**config.mk**
```make
export PLATFORM = sky130hd
export DESIGN_NAME = rf_alu_pipe
export DESIGN_NICKNAME = d
export VERILOG_FILES = /design/src/rtl/rf_alu_pkg.sv /design/src/rtl/rf_alu_core.sv /design/src/rtl/rf_alu_pipe.sv
export SDC_FILE = /design/constraint.sdc
export NUM_CORES = 1
export LEC_CHECK = 0
export ABC_CLOCK_PERIOD_IN_PS = 8260
export CAP_MARGIN = 30
export CELL_PAD_IN_SITES_DETAIL_PLACEMENT = 1
export CELL_PAD_IN_SITES_GLOBAL_PLACEMENT = 2
export CORE_MARGIN = 4
export CORE_UTILIZATION = 44
export CTS_CLUSTER_DIAMETER = 40
export DETAILED_ROUTE_END_ITERATION = 8
export PLACE_DENSITY = 0.84
export SETUP_SLACK_MARGIN = 0.1
export SLEW_MARGIN = 15
export SYNTH_ARGS = -nofsm -noshare
export SYNTH_HDL_FRONTEND = slang
export SYNTH_SLANG_ARGS = --single-unit
export TNS_END_PERCENT = 5
```
**constraint.sdc**
```tcl
create_clock -name clock -period 8.26 [get_ports clock]
set_input_delay 1.239 -clock clock [delete_from_list [all_inputs] [get_ports clock]]
set_output_delay 1.239 -clock clock [all_outputs]
set_load 0.02 [all_outputs]
```
**src/rtl/rf_alu_pkg.sv**
```systemverilog
// Shared opcode encoding for the register-file ALU pipeline.
package rf_alu_pkg;

  typedef logic [2:0] opcode_t;

  localparam opcode_t OP_ADD = 3'd0;
  localparam opcode_t OP_SUB = 3'd1;
  localparam opcode_t OP_AND = 3'd2;
  localparam opcode_t OP_OR  = 3'd3;
  localparam opcode_t OP_XOR = 3'd4;
  localparam opcode_t OP_SHL = 3'd5;
  localparam opcode_t OP_SHR = 3'd6;
  localparam opcode_t OP_INC = 3'd7;

endpackage

```
**src/rtl/rf_alu_core.sv**
```systemverilog
// Purely combinational ALU: operands are zero-extended by one bit so the
// top bit carries the ADD carry, SUB borrow or SHL overflow.
module rf_alu_core
  import rf_alu_pkg::*;
#(
  parameter int DATA_W = 4
) (
  input  logic [DATA_W-1:0] a,
  input  logic [DATA_W-1:0] b,
  input  opcode_t           op,
  output logic [DATA_W:0]   y
);

  localparam logic [DATA_W:0] ONE = (DATA_W+1)'(1);

  logic [DATA_W:0] ax;
  logic [DATA_W:0] bx;

  assign ax = {1'b0, a};
  assign bx = {1'b0, b};

  always_comb begin
    y = '0;
    case (op)
      OP_ADD:  y = ax + bx;
      OP_SUB:  y = ax - bx;
      OP_AND:  y = ax & bx;
      OP_OR:   y = ax | bx;
      OP_XOR:  y = ax ^ bx;
      OP_SHL:  y = {a, 1'b0};
      OP_SHR:  y = ax >> 1;
      OP_INC:  y = ax + ONE;
      default: y = '0;
    endcase
  end

endmodule

```
**src/rtl/rf_alu_pipe.sv**
```systemverilog
// Register file plus two-stage valid/ready ALU pipeline with optional
// write-back of results into the register file and operand forwarding.
module rf_alu_pipe
  import rf_alu_pkg::*;
#(
  parameter int DATA_W = 4,
  parameter int ADDR_W = 4,
  parameter int DEPTH  = 2**ADDR_W
) (
  input  logic              clock,
  input  logic              rst_n,
  input  logic              we,
  input  logic [ADDR_W-1:0] addr,
  input  logic [DATA_W-1:0] data,
  input  logic              in_valid,
  output logic              in_ready,
  input  logic [ADDR_W-1:0] addrop1,
  input  logic [ADDR_W-1:0] addrop2,
  input  opcode_t           opcode,
  input  logic              sel,
  input  logic              wb_en,
  input  logic [ADDR_W-1:0] wb_addr,
  output logic              out_valid,
  input  logic              out_ready,
  output logic [DATA_W:0]   out,
  output logic              zero,
  output logic              wb_drop
);

  localparam logic [ADDR_W:0] DEPTH_V = (ADDR_W+1)'(DEPTH);

  function automatic logic in_range(input logic [ADDR_W-1:0] a);
    return {1'b0, a} < DEPTH_V;
  endfunction

  logic [DATA_W-1:0] mem [DEPTH];

  logic              s1_valid;
  logic [DATA_W-1:0] s1_a;
  logic [DATA_W-1:0] s1_b;
  opcode_t           s1_op;
  logic              s1_sel;
  logic              s1_wb_en;
  logic [ADDR_W-1:0] s1_wb_addr;

  logic [DATA_W:0]   alu_y;
  logic [DATA_W:0]   mux_y;
  logic [DATA_W-1:0] opa;
  logic [DATA_W-1:0] opb;
  logic              s2_load;
  logic              accept;
  logic              wb_fire;
  logic              wb_collide;

  assign s2_load    = s1_valid && (!out_valid || out_ready);
  assign in_ready   = !s1_valid || s2_load;
  assign accept     = in_valid && in_ready;
  assign wb_fire    = s2_load && s1_wb_en;
  assign wb_collide = wb_fire && we && (addr == s1_wb_addr);
  assign mux_y      = s1_sel ? alu_y : {1'b0, s1_a};

  rf_alu_core #(.DATA_W(DATA_W)) u_core (
    .a  (s1_a),
    .b  (s1_b),
    .op (s1_op),
    .y  (alu_y)
  );

  // Forwarding priority: same-edge external write, then the S1 write-back, then RAM.
  always_comb begin
    opa = '0;
    if (in_range(addrop1)) begin
      if (we && addr == addrop1)                opa = data;
      else if (wb_fire && s1_wb_addr == addrop1) opa = alu_y[DATA_W-1:0];
      else                                      opa = mem[addrop1];
    end
  end

  always_comb begin
    opb = '0;
    if (in_range(addrop2)) begin
      if (we && addr == addrop2)                opb = data;
      else if (wb_fire && s1_wb_addr == addrop2) opb = alu_y[DATA_W-1:0];
      else                                      opb = mem[addrop2];
    end
  end

  // A colliding external write takes the word; the write-back is simply not performed.
  always_ff @(posedge clock or negedge rst_n) begin
    if (!rst_n) begin
      for (int i = 0; i < DEPTH; i++) mem[i] <= '0;
    end else begin
      if (we && in_range(addr))
        mem[addr] <= data;
      if (wb_fire && !wb_collide && in_range(s1_wb_addr))
        mem[s1_wb_addr] <= alu_y[DATA_W-1:0];
    end
  end

  always_ff @(posedge clock or negedge rst_n) begin
    if (!rst_n) begin
      s1_valid   <= 1'b0;
      s1_a       <= '0;
      s1_b       <= '0;
      s1_op      <= OP_ADD;
      s1_sel     <= 1'b0;
      s1_wb_en   <= 1'b0;
      s1_wb_addr <= '0;
    end else if (accept) begin
      s1_valid   <= 1'b1;
      s1_a       <= opa;
      s1_b       <= opb;
      s1_op      <= opcode;
      s1_sel     <= sel;
      s1_wb_en   <= wb_en;
      s1_wb_addr <= wb_addr;
    end else if (s2_load) begin
      s1_valid   <= 1'b0;
    end
  end

  always_ff @(posedge clock or negedge rst_n) begin
    if (!rst_n) begin
      out_valid <= 1'b0;
      out       <= '0;
      zero      <= 1'b0;
      wb_drop   <= 1'b0;
    end else begin
      if (s2_load) begin
        out_valid <= 1'b1;
        out       <= mux_y;
        zero      <= (mux_y[DATA_W-1:0] == '0);
      end else if (out_ready) begin
        out_valid <= 1'b0;
      end
      if (wb_collide)
        wb_drop <= 1'b1;
    end
  end

endmodule

```
# Word-level counts from Yosys, hierarchy flattened

Cells that the tools add are included.

$add $sub $neg: 3
Bitwise logic cells: 7
Reductions and logical operators: 21
$lt $le $gt $ge: 6
Eq/ne operators: 12
Muxes and demuxes: 24

Operators by type and width:

| cell                | count |
|---|---|
| $bwmux 64           | 2 |
| $mux 64             | 2 |
| $mux 4              | 10 |
| $pmux 5 s8          | 1 |
| $bmux 4 s4          | 2 |
| $demux 4 s4         | 2 |
| $eq 4x4->1          | 5 |
| $ge 5x5->1 const B  | 4 |
| $not 4->5           | 4 |
| $eq 3x3->1 const B  | 4 |
| $logic_and 1x1->1   | 12 |
| $lt 5x1->1 const B  | 2 |
| $eq 3x2->1 const B  | 2 |
| $add 4x1->5 const B | 1 |
| $add 4x4->5         | 1 |
| $mux 5              | 1 |
| $sub 4x4->5         | 1 |
| $and 4x4->4         | 1 |
| $logic_not 4->1     | 1 |
| $mux 1              | 4 |
| $or 4x4->4          | 1 |
| $reduce_bool 2->1   | 2 |
| $xor 4x4->4         | 1 |
| $eq 3x1->1 const B  | 1 |
| 3 further kinds     | 6 |

Word-level logic and storage cells: 100
Input bits: 30
Flip-flop bits (word level): 90

# Logic depth before layout (Yosys ltp)

Word-level depth: 9
Mapped depth: 14
Depth with buffers taken out: 13

# Modules after synthesis

From an unflattened synthesis, not the netlist that was laid out.

Cells, all modules: 677
Area total of the unflattened synthesis: 6476.2 um2

Modules (own cells, without submodules):

| module      | seq. area each (um2) | area an instance (um2) | cells an instance | times used |
|---|---|---|---|---|
| rf_alu_pipe | 2252.2               | 5800.6                 | 578               | 1 |
| rf_alu_core | 0.0                  | 675.6                  | 99                | 1 |

# Least setup slack after synthesis

Ideal clock, no wire load.

Path type: reg-to-reg
Start point: register s1_b[1]
End point: register mem[51] (netlist name)
Clock period less this slack: 2809 ps
Buffers on the path: 2
Slack: 5451 ps
Arrival: 2678 ps
Stages on the path, launching flop included: 13
Data required time: 8128 ps
Setup time: 132 ps
Path through: dfrtp_1 -> inv_1 -> ha_1 -> nor4_1 -> a21oi_1 -> o21ai_0 -> ha_1 -> and3_4 -> or3_1 -> a311oi_2 -> buf_4 -> buf_4 -> mux2i_1

Longest elaborated chain between the ends: 4
Elaborated cells between the ends (all ways): 5

Ends and longest elaborated chain:

| element                                    | RTL line                             | RTL |
|---|---|---|
| start: declaration                         | rf_alu_pipe.sv:40                    | `logic [DATA_W-1:0] s1_b;` |
| start signal: assignment                   | rf_alu_pipe.sv:112                   | `s1_b <= opb;` |
| $sub 4x4->5 or $add 4x4->5 (tied branches) | rf_alu_core.sv:26, rf_alu_core.sv:25 |  |
| $pmux 5 s8 (*)                             | rf_alu_core.sv:24                    | `case (op)` |
| $bwmux 64 (*)                              | rf_alu_pipe.sv:96                    | `mem[s1_wb_addr] <= alu_y[DATA_W-1:0];` |
| $mux 64 (*)                                | rf_alu_pipe.sv:95                    | `if (wb_fire && !wb_collide && in_range(s1_wb_addr))` |
| end signal: indexed assignment             | rf_alu_pipe.sv:94                    | `mem[addr] <= data;` |
| end signal: indexed assignment             | rf_alu_pipe.sv:96                    |  |
| end: declaration                           | rf_alu_pipe.sv:36                    | `logic [DATA_W-1:0] mem [DEPTH];` |

Every way passes the cells marked *; elsewhere a longest branch is shown, timed or not.
A chain may end at the register's enable or synchronous reset.

# Worst setup path after layout

Start point: input out_ready
End point: output in_ready

Longest elaborated chain between the ends: 3

Ends and longest elaborated chain:

| element            | RTL line          | RTL |
|---|---|---|
| start: declaration | rf_alu_pipe.sv:24 | `input logic out_ready,` |
| $logic_or 1x1->1   | rf_alu_pipe.sv:55 | `assign s2_load = s1_valid && (!out_valid \|\| out_ready);` |
| $logic_and 1x1->1  | rf_alu_pipe.sv:55 |  |
| $logic_or 1x1->1   | rf_alu_pipe.sv:56 | `assign in_ready = !s1_valid \|\| s2_load;` |
| end: declaration   | rf_alu_pipe.sv:16 | `output logic in_ready,` |

No other way between the ends.

==> summary.txt <==
Timing
  • Clock Skews: 0.0106 ns
  • Final min period: 3.74 ns
  • Final number of setup-violating endpoints: 0
  • PnR worst setup slack: 4.52 ns
  • Hold WS: 0.477 ns
  • Relative slew slack: 29.8%
  • Slew at the pin closest to its max-slew limit: 1.05 ns
  • Unrepaired setup endpoints after global routing: false
  • Fin crit share: 45.3%
  • Achievable clock frequency: 0.267 GHz
  • Final Hold Vio Count: 0
  • Setup TNS: 0 ns
  • Count of final max-slew check failures: 0

Global routing
  • Largest net degree at the start of global routing: 49
  • Total grt overflow: 0
  • Initial antenna violation count: 0
  • Vias in the first global route: 5611
  • Total Routing Usage GR: 24.6%
  • First-pass GRT wire length: 33300 um

Clock tree
  • H-tree depth: 3
  • CTS Buf Count: 9
  • CTS tree: built
  • Clk root buf: clkbuf_16
  • Clk_lat worst skew: 0.35 ns
  • Cts repair resizes: 0
  • Post-CTS Setup Inserts: 0
  • CTS Hold Bufs: 0
  • CTS Sinks: 90
  • Clk slew on worst S/H paths: 0.06 ns
  • Clock Tree Buf Depth: 2

Yosys
  • Number of library cell types mapped by synthesis: 65
  • Mux cell area share after synthesis: 31.9%
  • Post-synth top cells: mux2i_1, dfrtp_1, nand2_1
  • Number of synthesized flops with an enable pin: 0
  • Ys Warns: 0
  • Synth Area in Simple Gates: 14.1%
  • Most frequent cell after synthesis: mux2i_1
  • Adder-cell area share of the yosys netlist: 2.90%
  • Area leader, netlist: dfrtp_1
  • Most common flop cell mapped by yosys: dfrtp_1
  • Mapped cell area: 6720 um^2
  • Largest family of logic cells by synthesized area: multiplexers
  • Syn Inst Count: 605
  • Mapped Nets: 650
  • Seq cells post-synth: 90
  • Syn Area/Cell: 11.1 um^2
  • XOR/XNOR Fraction of Synth Area: 2.85%
  • Compound-Gate Fraction of Synth Area: 9.49%
  • Area contributors post-synth: dfrtp_1, mux2i_1, mux4_2, mux4_1, ha_1
  • Synth async-reset ratio: 100%
  • Seq/Total Area, Yosys: 33.5%
  • Top-area cell type share of the netlist area: 33.5%

Placement
  • Placed insts: 782
  • GPL Wtd Cong: 0.824
  • Port-buffer cells: 38
  • Post-DP HPWL: 14900 um
  • Placement Setup Slack: 4.43 ns

Run status
  • Status: finished clean

Setup path
  • FF-to-FF Start: s1_op[0]
  • Crit path max fanout: 4
  • R2R cell count: 11
  • Setup slack, reg-to-reg: 4.64 ns
  • Crit Path Class: primary input to primary output
  • Endpoint class of the critical path: primary output
  • Data required, critical path: 7.02 ns
  • Reg-to-reg critical path endpoint: zero
  • Crit path DAT: 2.50 ns
  • CP startpoint kind: primary input

Cells and area
  • P&R area growth vs syn: 11.1%
  • Final net count: 657
  • Share of cells above drive strength 1: 13.8%
  • Antenna fix cells: 0
  • Final std cells w/o fill: 801

Power
  • Leakage: 0.00294 uW
  • Max IR drop VDD: 0.000160 V
  • Pwr Density: 280 nW/um^2
  • Sw Pwr: 835 uW
  • Switching share of total power: 39.9%
  • Seq pwr share: 39.0%
  • Clock power frac: 21.2%
  • Pint: 1260 uW
  • Total Power: 2090 uW
  • Combinational share of power: 39.8%

Die
  • Rows: 44
  • Initial core utilization: 45.6%
  • Die height: 132 um
  • Total die area: 17300 um^2
  • Die X: 132 um
  • IO Count: 39
  • Core area: 14800 um^2

Routing
  • Antenna-violating nets left: 0
  • Detailed Route WL: 20900 um
  • 1st-iter DRT viols: 377
  • Total number of vias: 5107
  • WL/cell: 26.1 um
  • First drt pass iteration count: 5
  • Vias per cell: 6.38
  • DRC errors left: 0

Flow run
  • Maxcap violations: 0

Worst hold path
  • Hold path start: out[0]
  • Hold path depth: 1
  • HP Class: flop to flop
  • Hold Crit Endpoint: out[0]
-- worst max-delay path by stage --
stage / slack [ns] / depth (start not counted) / startpoint / endpoint
5_1_grt: 4.38 / 11 / s1_op[0] / zero
4_1_cts: 4.51 / 3 / out_ready / in_ready
3_3_place_gp: 4.49 / 5 / addrop1[0] / s1_a[0]
2_1_floorplan: 5.45 / 12 / s1_b[1] / mem[51]
6_report: 4.52 / 3 / out_ready / in_ready
3_5_place_dp: 4.43 / 5 / addrop1[0] / s1_a[1]
-- logic make-up after synthesis --
group	count (synthesis)
muxes	171
buffers and inverters	68
xor gates and xnor gates	21
DFF	90
AOI/OAI and AO/OA	78
adders and majority gates	15
and+or+nand+nor	162
-- worst max-delay path, stage by stage --
cell	delay, ns
clkdlybuf4s50_1	0.47
nand3b_1	0.16
clkdlybuf4s50_1	0.63
-- sequential cells by signal, summed over array words and instances (netlist names) --
register,flops
wb_drop,1
s1_sel,1
s1_wb_addr,4
out_valid,1
s1_valid,1
s1_op,3
s1_a,4
s1_b,4
out,5
mem,64
zero,1
s1_wb_en,1
-- cell type report --
cell class	count	area, um^2
Inverter	15	56.3
Multi-Input combinational cell	447	4120
Clock buffer	12	256
Fill cell	1537	7280
Clock inverter	4	58.8
Tap cell	184	230
Timing Repair Buffer	49	494
Sequential cell	90	2250
-- power groups by stage --
stage               logic (uW)  registers (uW)  clock network (uW)
floorplan                  614             715                   0
global placement           779             808                   0
detailed placement         827             817                   0
CTS                        832             812                 454
global route               912             835                 472
finish                     832             817                 443
-- routing by layer --
| metal | GRT usage, % | vias to the layer above | wire length (um) |
|---|---|---|---|
| met4 | 8.52 | 0 | 537 |
| li1 | - | 2241 | - |
| met5 | 0 | - | 0 |
| met3 | 4.93 | 34 | 1050 |
| met2 | 43.0 | 166 | 10700 |
| met1 | 30.3 | 2666 | 8640 |
-- through the flow --
step	cell area [um^2]	utilization, %
6_report	7470	50.6
5_1_grt	7470	50.6
4_1_cts	7430	50.3
3_5_place_dp	7110	48.2
3_3_place_gp	7080	48.0
2_1_floorplan	6720	-
-- cell usage in the layout, fill, tap and decap left out, types with 4 or more instances in the layout --
master / instances
inv_1: 15
a21o_1: 6
clkdlybuf4s50_1: 37
mux4_1: 8
nand3b_1: 8
nor2_1: 27
nor2b_1: 9
nor3_4: 4
nand2_1: 44
or3_1: 4
a22oi_1: 6
nand2b_1: 11
xnor2_1: 12
dfrtp_1: 90
nand3_1: 16
xor2_1: 8
buf_8: 4
o2111ai_4: 4
a211oi_1: 5
o21ai_0: 15
a21oi_1: 11
nor2_4: 12
mux2i_1: 136
buf_4: 7
nor3_1: 8
clkbuf_16: 9
mux4_2: 24
nor4_1: 4
ha_1: 14
Note: power is estimated with default switching activity, not from simulation.
